`config.mk`:
```
export PLATFORM = sky130hd
export DESIGN_NAME = wormhole_output_allocator
export DESIGN_NICKNAME = d
export VERILOG_FILES = /design/src/rtl/wormhole_output_allocator.sv
export SDC_FILE = /design/constraint.sdc
export NUM_CORES = 1
export LEC_CHECK = 0
export ABC_CLOCK_PERIOD_IN_PS = 4100
export CAP_MARGIN = 20
export CORE_ASPECT_RATIO = 0.5
export CORE_UTILIZATION = 50
export CTS_BUF_LIST = sky130_fd_sc_hd__clkbuf_4
export DETAILED_ROUTE_END_ITERATION = 10
export DONT_BUFFER_PORTS = 1
export GPL_ROUTABILITY_DRIVEN = 0
export PLACE_DENSITY = 0.64
export SETUP_SLACK_MARGIN = 0.2
export SLEW_MARGIN = 20
export SYNTH_ARGS = -nofsm -noshare
export SYNTH_HDL_FRONTEND = slang
export SYNTH_SLANG_ARGS = --single-unit
```
`constraint.sdc`:
```
create_clock -name clk -period 4.1 [get_ports clk]
set_clock_uncertainty 0.1 [all_clocks]
set_input_delay 0.615 -clock clk [delete_from_list [all_inputs] [get_ports clk]]
set_output_delay 0.615 -clock clk [all_outputs]
set_load 0.01 [all_outputs]
```
`src/rtl/wormhole_output_allocator.sv`:
```
// Wormhole output-port allocator for one output of the 5-port mesh router.
// Arbitrates header flits round-robin and holds the grant for the whole packet,
// until the tail flit moves. Flit movement is gated on downstream credits. A
// watchdog revokes a grant that stalls without moving a flit.
//
// Ports:
//   clk, rst        rising-edge clock, synchronous active-high reset
//   req             per-requester head-of-buffer valid (0=L 1=N 2=E 3=W 4=S)
//   flit_id         3-bit flit type per requester (001 header, 100 tail, else body)
//   timeout_cycles  watchdog limit in stalled cycles, 0 disables the watchdog
//   credit_return   downstream freed one slot this cycle
//   grant           one-hot crossbar select, or all zero
//   xfer            a flit moves this cycle (combinational)
//   busy            a packet currently owns this output
//   credits         current downstream credit count
//   timeout_err     one-cycle pulse after a watchdog revocation
//
// state  | meaning
// S_IDLE | no owner; arbitrate among header flits
// S_HOLD | r_gidx owns the output until its tail moves or the watchdog fires
module wormhole_output_allocator #(
  parameter int CREDITS = 4,
  parameter int NREQ    = 5
) (
  input  logic              clk,
  input  logic              rst,
  input  logic [NREQ-1:0]   req,
  input  logic [3*NREQ-1:0] flit_id,
  input  logic [11:0]       timeout_cycles,
  input  logic              credit_return,
  output logic [NREQ-1:0]   grant,
  output logic              xfer,
  output logic              busy,
  output logic [3:0]        credits,
  output logic              timeout_err
);

  localparam logic [3:0] CRED_MAX  = 4'(CREDITS);
  localparam logic [2:0] FT_HEADER = 3'b001;
  localparam logic [2:0] FT_TAIL   = 3'b100;

  typedef enum logic {S_IDLE, S_HOLD} state_t;

  state_t      r_state;
  state_t      w_state_nxt;
  logic [2:0]  r_gidx;
  logic [2:0]  r_ptr;
  logic [11:0] r_wd;
  logic [3:0]  r_credits;
  logic        r_timeout_err;

  logic [NREQ-1:0] w_elig;
  logic [NREQ-1:0] w_grant;
  logic            w_found;
  logic [2:0]      w_sel;
  logic [2:0]      w_gflit;
  logic            w_xfer;
  logic            w_tail_xfer;
  logic            w_expire;
  logic [2:0]      w_ptr_inc;

  // Only header flits may start a packet.
  always_comb begin
    w_elig = '0;
    for (int i = 0; i < NREQ; i++) begin
      w_elig[i] = req[i] && (flit_id[3*i +: 3] == FT_HEADER);
    end
  end

  // First eligible index at or after the pointer, wrapping past the last requester.
  always_comb begin
    logic [3:0] v_idx;
    w_found = 1'b0;
    w_sel   = '0;
    v_idx   = '0;
    for (int k = 0; k < NREQ; k++) begin
      v_idx = {1'b0, r_ptr} + 4'(k);
      if (v_idx >= 4'(NREQ)) v_idx = v_idx - 4'(NREQ);
      if (!w_found && w_elig[v_idx[2:0]]) begin
        w_found = 1'b1;
        w_sel   = v_idx[2:0];
      end
    end
  end

  always_comb begin
    w_gflit = '0;
    for (int i = 0; i < NREQ; i++) begin
      if (r_gidx == 3'(i)) w_gflit = flit_id[3*i +: 3];
    end
  end

  assign w_tail_xfer = w_xfer && (w_gflit == FT_TAIL);
  // Expiry requires no xfer, so a tail moving on the expiry cycle wins.
  assign w_expire    = (r_state == S_HOLD) && !w_xfer && (timeout_cycles != 12'd0) &&
                       (r_wd == timeout_cycles - 12'd1);
  assign w_ptr_inc   = (r_gidx == 3'(NREQ - 1)) ? 3'd0 : r_gidx + 3'd1;

  // State register and datapath registers.
  always_ff @(posedge clk) begin
    if (rst) begin
      r_state       <= S_IDLE;
      r_gidx        <= '0;
      r_ptr         <= '0;
      r_wd          <= '0;
      r_credits     <= CRED_MAX;
      r_timeout_err <= 1'b0;
    end else begin
      r_state       <= w_state_nxt;
      r_timeout_err <= w_expire;

      if (r_state == S_IDLE) begin
        if (w_found) begin
          r_gidx <= w_sel;
          r_wd   <= '0;
        end
      end else begin
        if (w_tail_xfer || w_expire) begin
          r_ptr <= w_ptr_inc;
          r_wd  <= '0;
        end else if (w_xfer) begin
          r_wd <= '0;
        end else begin
          r_wd <= r_wd + 12'd1;
        end
      end

      if (w_xfer && !credit_return) begin
        r_credits <= r_credits - 4'd1;
      end else if (!w_xfer && credit_return && (r_credits != CRED_MAX)) begin
        r_credits <= r_credits + 4'd1;
      end
    end
  end

  // Next-state logic.
  always_comb begin
    w_state_nxt = r_state;
    case (r_state)
      S_IDLE: if (w_found) w_state_nxt = S_HOLD;
      S_HOLD: if (w_tail_xfer || w_expire) w_state_nxt = S_IDLE;
      default: w_state_nxt = S_IDLE;
    endcase
  end

  // Outputs; grant and busy come straight from registered state.
  always_comb begin
    w_grant = '0;
    for (int i = 0; i < NREQ; i++) begin
      w_grant[i] = (r_state == S_HOLD) && (r_gidx == 3'(i));
    end
    w_xfer      = (|(w_grant & req)) && (r_credits != 4'd0);
    grant       = w_grant;
    xfer        = w_xfer;
    busy        = (r_state == S_HOLD);
    credits     = r_credits;
    timeout_err = r_timeout_err;
  end

endmodule

```
==> key figures, run 1 <==
Status
  – Outcome: complete, no violations

GRT
  – M3 GR Usage: 4.486%
  – First-pass GRT wire length: 12100 um
  – Number of global-route vias before repair: 2636
  – Gr usage total: 24.72%
  – Most Crowded Layer GR: met2
  – Largest net degree at the start of global routing: 20
  – Initial antenna violation count: 0
  – Met1 Track Usage GR: 32.61%
  – GR Overflow Total: 0
  – Met2 GRT Util: 42.50%

Timing
  – Final Worst Setup Slack: 616.7 ps
  – Rel. slew slack: 50.16%
  – Worst slew pin tran: 739.8 ps
  – Endpoints failing hold: 0
  – Unrepaired setup endpoints after global routing: false
  – Final Cycle Share: 84.96%
  – Highest clock rate: 287.1 MHz
  – Setup TNS: 0 ps
  – Pins over their slew limit: 0
  – Crit path time final: 3483 ps
  – Final setup viols: 0

Yosys
  – Mean post-synth cell area: 7.554 sq um
  – Syn_nets: 429
  – Number of flops mapped to enable cells by yosys: 0
  – Post-synthesis instance area: 2840 sq um
  – Cells after Synth: 376
  – Cell variety after synth: 75
  – Ys async rst share: 0%
  – Seq/Total Area, Yosys: 16.92%
  – Most used DFF post-synth: dfxtp_1
  – Number of warnings issued by yosys: 0
  – Flops & latches, synth: 24

Hold path
  – Hold WC Path Type: primary input to flop
  – Hold EP: credits[0]
  – Hold_sp: rst
  – Hold path cells: 1

Worst setup path
  – Largest stage delay, worst path: 590 ps
  – Worst Path Arrival: 3670 ps
  – CP bufs+invs: 2
  – CP top delay family: compound AO/OA/AOI/OAI gates
  – Cell mode on critical path: o22ai_1
  – R2r setup slk: 620 ps
  – Crit path launch type: flop
  – Reg2reg path depth: 10
  – RR Endpoint: r_wd[0]
  – Worst path slowest cell: o21ai_0
  – Worst Setup End Kind: flop
  – WS Path Type: flop to flop
  – Critical-path cell list: buf_4 > ha_1 > inv_1 > o21ai_0 > mux2i_1 > o22ai_1 > o22ai_1 > nand4_4 > nor3_4 > mux2_2
  – Reg-to-Reg Start: r_ptr[0]
  – WP data required: 4280 ps
  – Worst-path maximum fanout: 18

Drt
  – Post-DRT Antenna Nets: 0
  – DRT Wirelength: 7525 um
  – DRC violation count after routing: 0
  – DR iter-0 viols: 224
  – Vias per Instance: 6.371
  – TritonRoute pass-1 iters: 6
  – Wire per inst: 16.83 um
  – Vias: 2848

Layout
  – Area Growth Syn to Fin: 5.506%
  – Ant diodes: 0
  – FILL cells: 508
  – Most frequent cells in the layout: nor2_1, nand2_1, dfxtp_1, nand3_1, inv_1
  – Area of the multi-input gates: 2230 sq um
  – Storage element area: 480.5 sq um
  – Layout cells sized above 1: 10.08%
  – Nets: 431

Die
  – Die X: 108.6 um
  – Initial Util: 54.83%
  – Die area: 6004 sq um
  – Die span in y: 55.30 um
  – Core region area: 5180 sq um
  – Io pins: 47
  – # rows: 18

Power and ir drop
  – Switching power: 343.3 uW
  – Leak: 0.001243 uW
  – Switching part of the total: 40.11%
  – Clk network pwr share: 20.7%
  – Power share of the combinational group: 42.6%
  – Worst vdd ir: 0.1412 mV
  – Cell-internal power: 512.4 uW
  – P per Cell Area: 285.6 nW/um^2
  – Sequential share of power: 36.7%

Clocking
  – CTS tree: built
  – Worst-Skew Late Latency: 320 ps
  – Htree depth: 1
  – CTS Sinks: 24
  – Clk root buf: clkbuf_4
  – Clk slew on worst S/H paths: 150 ps
  – Post-CTS Hold Buffers: 0
  – Postcts setup bufs: 0
  – CTS Buf Count: 3
  – Longest Clk Path Bufs: 2
  – Post-CTS sizing: 0

Place
  – Input/output buffers: 0
  – Post-DP HPWL: 5835 um
  – Pre-CTS setup slack: 760.7 ps

Job
  – Max Cap Viol: 0
==> worst max-delay path by stage <==
stage	start	end	slack [ps]	cells past startpoint
after floorplan	r_ptr[0]	r_wd[4]	910	12
after global placement	r_ptr[0]	r_wd[0]	820	10
after detailed placement	r_ptr[0]	r_wd[9]	760	10
after CTS	r_ptr[0]	r_wd[0]	730	10
after global routing	r_ptr[0]	r_wd[4]	490	10
final	r_ptr[0]	r_wd[0]	620	10
==> layer usage <==
| metal | routed length [um] | up-vias |
|---|---|---|
| met5 | 0 | - |
| met4 | 48 | 0 |
| met3 | 419 | 6 |
| met2 | 3562 | 94 |
| met1 | 3494 | 1353 |
| li1 | - | 1395 |
==> power by group through the flow <==
stage | sequential, uW | clock [uW] | combinational (uW)
5_1_grt | 320 | 191 | 396
6_report | 314 | 177 | 364
4_1_cts | 313 | 180 | 361
3_3_place_gp | 318 | 0 | 351
2_1_floorplan | 300 | 0 | 297
3_5_place_dp | 319 | 0 | 358
==> worst reg2reg max path, cell delays in order (launching register included) <==
cell and delay [ps]:
dfxtp_1 360, buf_4 240, ha_1 290, inv_1 50
o21ai_0 590, mux2i_1 430, o22ai_1 150, o22ai_1 390
nand4_4 220, nor3_4 400, mux2_2 230
==> per-stage QoR <==
stage	hold slack (ps)	cells	utilization [%]	area, sq um	total power [uW]
floorplan	390.8	376	-	2840	597.5
global placement	432.9	443	56.84	2944	668.4
detailed placement	430.4	443	56.84	2944	676.8
CTS	230.4	447	57.85	2997	854.1
global route	208.8	447	57.85	2997	906.9
finish	237.7	447	57.85	2997	855.7
==> synth_stat cells, types with 3 or more instances <==
master	instances	area share, %
nand2_1	35	4.6
nor2_1	35	4.6
dfxtp_1	24	17
nand3_1	21	3.7
inv_1	19	2.5
a21oi_1	18	3.2
ha_1	17	7.5
xnor2_1	16	4.9
o21ai_0	13	2.3
xor2_1	11	3.4
clkbuf_1	9	1.2
nor3_1	9	1.6
and3_1	8	1.8
a31oi_1	7	1.5
nand2b_1	7	1.5
nor4_1	7	1.5
a211o_1	6	1.9
a21o_1	6	1.6
a22o_1	6	1.9
mux2i_1	6	2.1
or2_2	6	1.3
o22ai_1	5	1.1
o31ai_1	5	1.3
and2_1	4	0.88
nand4_1	4	0.88
nor2b_1	4	0.88
nor4bb_1	4	1.4
a211oi_1	3	0.79
o32ai_1	3	0.93
==> final cells by class <==
| type | instances | share of cell area, % |
|---|---|---|
| clock buffer | 3 | 0.7516 |
| clock inverter | 1 | 1.002 |
| inverter | 21 | 2.630 |
| multi-input combinational | 319 | 74.41 |
| sequential | 24 | 16.03 |
| tap | 70 | 2.923 |
| timing repair buffer | 9 | 2.255 |
==> state kept, by name, summed over array words and instances, names as in the netlist <==
name / flops
r_gidx: 3
r_wd: 12
credits: 4
r_ptr: 3
timeout_err: 1
busy: 1
==> logic make-up (layout without fill, tap and decap cells) <==
logic type,after synthesis,count (layout),share of synthesized area [%]
and+or+nand+nor,164,164,32.51
xor gates and xnor gates,27,27,8.326
muxes,9,9,3.304
AOI/OAI and AO/OA,101,101,26.17
adders and majority gates,18,18,8.194
DFF,24,24,16.92
buffers and inverters,33,34,4.582
Note: power is estimated with default switching activity, not from simulation.
==> run 2, diff against run 1 <==
--- a/config.mk
+++ b/config.mk
@@ -5,7 +5,7 @@
 export SDC_FILE = /design/constraint.sdc
 export NUM_CORES = 1
 export LEC_CHECK = 0
-export ABC_CLOCK_PERIOD_IN_PS = 4100
+export ABC_CLOCK_PERIOD_IN_PS = 3000
 export CAP_MARGIN = 20
 export CORE_ASPECT_RATIO = 0.5
 export CORE_UTILIZATION = 50
@@ -13,7 +13,7 @@
 export DETAILED_ROUTE_END_ITERATION = 10
 export DONT_BUFFER_PORTS = 1
 export GPL_ROUTABILITY_DRIVEN = 0
-export PLACE_DENSITY = 0.64
+export PLACE_DENSITY = 0.67
 export SETUP_SLACK_MARGIN = 0.2
 export SLEW_MARGIN = 20
 export SYNTH_ARGS = -nofsm -noshare
==> constraint.sdc (replaced) <==
create_clock -name clk -period 3 [get_ports clk]
set_clock_uncertainty 0.1 [all_clocks]
set_input_delay 0.45 -clock clk [delete_from_list [all_inputs] [get_ports clk]]
set_output_delay 0.45 -clock clk [all_outputs]
set_load 0.01 [all_outputs]
==> run 2 against run 1 <==
  * Flip-flop and latch count unchanged
  * Core utilization increased by 8.2 points
  * First-iteration DRC count decreased by 30%
  * Worst setup slack got worse by 550 ps
  * Fmax increased by 19%
  * Clock power decreased by 15%
  * Non-clock buffer count increased by 34
  * Total power increased by 43%
  * Critical path depth increased by 1
  * Cell count increased by 7.6%
  * Critical path type unchanged
  * Register-to-register slack got worse by 550 ps
  * Routed wire length increased by 8.0%
==> key figures, run 2 (synthesized netlist as in run 1, its figures left out) <==
Worst setup path
  – Largest stage delay, worst path: 430 ps
  – Reg2reg path depth: 11
  – Worst path slowest cell: dfxtp_4
  – Worst Path Arrival: 3090 ps
  – Worst Setup End Kind: flop
  – RR Endpoint: r_wd[3]
  – Crit path launch type: flop
  – Reg-to-Reg Start: r_ptr[1]
  – WP data required: 3160 ps
  – Worst-path maximum fanout: 6
  – CP bufs+invs: 2
  – WS Path Type: flop to flop
  – Critical-path cell list: inv_6 > ha_4 > and3b_2 > or3_4 > and3_4 > o31a_1 > a211oi_4 > nand4_4 > buf_6 > o32ai_2 > o2bb2ai_1
  – R2r setup slk: 70 ps
  – CP top delay family: compound AO/OA/AOI/OAI gates

GRT
  – Initial antenna violation count: 0
  – Number of global-route vias before repair: 2868
  – Gr usage total: 27.56%
  – Largest net degree at the start of global routing: 20
  – First-pass GRT wire length: 13280 um
  – GR Overflow Total: 0

Drt
  – DRT Wirelength: 8130 um
  – Post-DRT Antenna Nets: 0
  – Vias: 3031
  – Wire per inst: 16.90 um
  – DR iter-0 viols: 156
  – TritonRoute pass-1 iters: 5
  – DRC violation count after routing: 0
  – Vias per Instance: 6.301

Power and ir drop
  – P per Cell Area: 357.5 nW/um^2
  – Leak: 0.001428 uW
  – Worst vdd ir: 0.2254 mV

Place
  – Post-DP HPWL: 6177 um
  – Pre-CTS setup slack: -9.309 ps
  – Placed Cells: 466
  – Input/output buffers: 0

Die
  – Die span in y: 55.30 um
  – Initial Util: 54.83%
  – Die area: 6004 sq um
  – Die X: 108.6 um
  – Core region area: 5180 sq um
  – Io pins: 47
  – # rows: 18

Layout
  – Non-filler instance count after layout: 481
  – Commonest non-fill, non-tap cell in the layout: buf_4
  – Reg with most FFs: r_wd
  – Most frequent cells in the layout: buf_4, nand2_1, nor2_1, nand3_1, dfxtp_1
  – Nets: 465
  – Max reg flops: 12
  – Area Growth Syn to Fin: 20.53%
  – Layout cells sized above 1: 25.55%
  – Ant diodes: 0

Hold path
  – Hold path cells: 1
  – Hold EP: r_ptr[1]
  – Hold WC Path Type: primary input to flop
  – Hold_sp: rst

Timing
  – Unrepaired setup endpoints after global routing: true
  – Pins over their slew limit: 0
  – Rel. slew slack: 63.03%
  – Final setup viols: 0
  – Endpoints failing hold: 0
  – Final Cycle Share: 97.68%
  – Worst slew pin tran: 549.4 ps
  – Crit path time final: 2931 ps
  – Final Worst Setup Slack: 69.45 ps
  – Highest clock rate: 341.2 MHz

Status
  – Outcome: complete, no violations

Clocking
  – Clk root buf: clkbuf_4
  – Clk slew on worst S/H paths: 140 ps
  – Worst-Skew Late Latency: 320 ps
  – CTS tree: built
  – CTS Buf Count: 3
  – Longest Clk Path Bufs: 2
  – CTS Sinks: 24
  – Post-CTS Hold Buffers: 0
  – Htree depth: 1

Job
  – Max Cap Viol: 0
[run 2: changes by cell type in the layout (fill, tap and decap cells not counted), sizes merged]
cell,change
bufinv,-1
clkinv,+1
buf,+34
[run 2: metrics by stage]
step                TNS [ps]  hold WS [ps]  power (uW)  utilization (%)  cell area (sq um)
detailed placement    -22.28         418.0        1001            61.33               3177
global route          -328.5         42.62        1309            66.09               3423
global placement           0         417.7       987.6            61.33               3177
floorplan                  0         390.8       826.0                -               2899
CTS                        0         64.27        1171            63.82               3306
finish                     0         67.49        1224            66.09               3423
[run 2: worst max-delay path by stage]
stage                            from       to  slack [ps]  cells past startpoint
floorplan                    r_ptr[0]  r_wd[0]          20                     11
global placement    timeout_cycles[0]  r_wd[8]          70                     11
detailed placement  timeout_cycles[0]  r_wd[8]          -9                     11
CTS                          r_ptr[1]  r_wd[9]         130                     11
global route                 r_ptr[1]  r_wd[2]         -60                     11
finish                       r_ptr[1]  r_wd[3]          70                     11
[run 2: timing repair]
action | CTS | global route
gates resized for setup | 19 | 17
setup buffers | 4 | 7
pin swaps | 6 | 11
setup endpoints to repair | 16 | 17
[run 2: power breakdown]
group / internal [uW] / leakage, uW / switching [uW]
registers: 352 / 0.000197 / 51.4
logic: 319 / 0.00122 / 352
clock network: 48.8 / 0.0000154 / 101
[run 2: area by class of cell]
class / count / area [sq um]
multi-input combinational: 319 / 2379
fill: 460 / 1757
sequential: 24 / 493.0
timing repair buffer: 43 / 346.6
inverter: 21 / 91.34
tap: 70 / 87.58
clock buffer: 3 / 22.52
clock inverter: 1 / 3.754
[run 2: per-layer routing]
metal,global-route usage [%],vias up,share of wire (%)
met1,34.90,1461,43
met3,4.368,10,5.3
met5,0,-,0
met2,48.46,91,50
li1,-,1469,-
met4,7.143,0,1.2
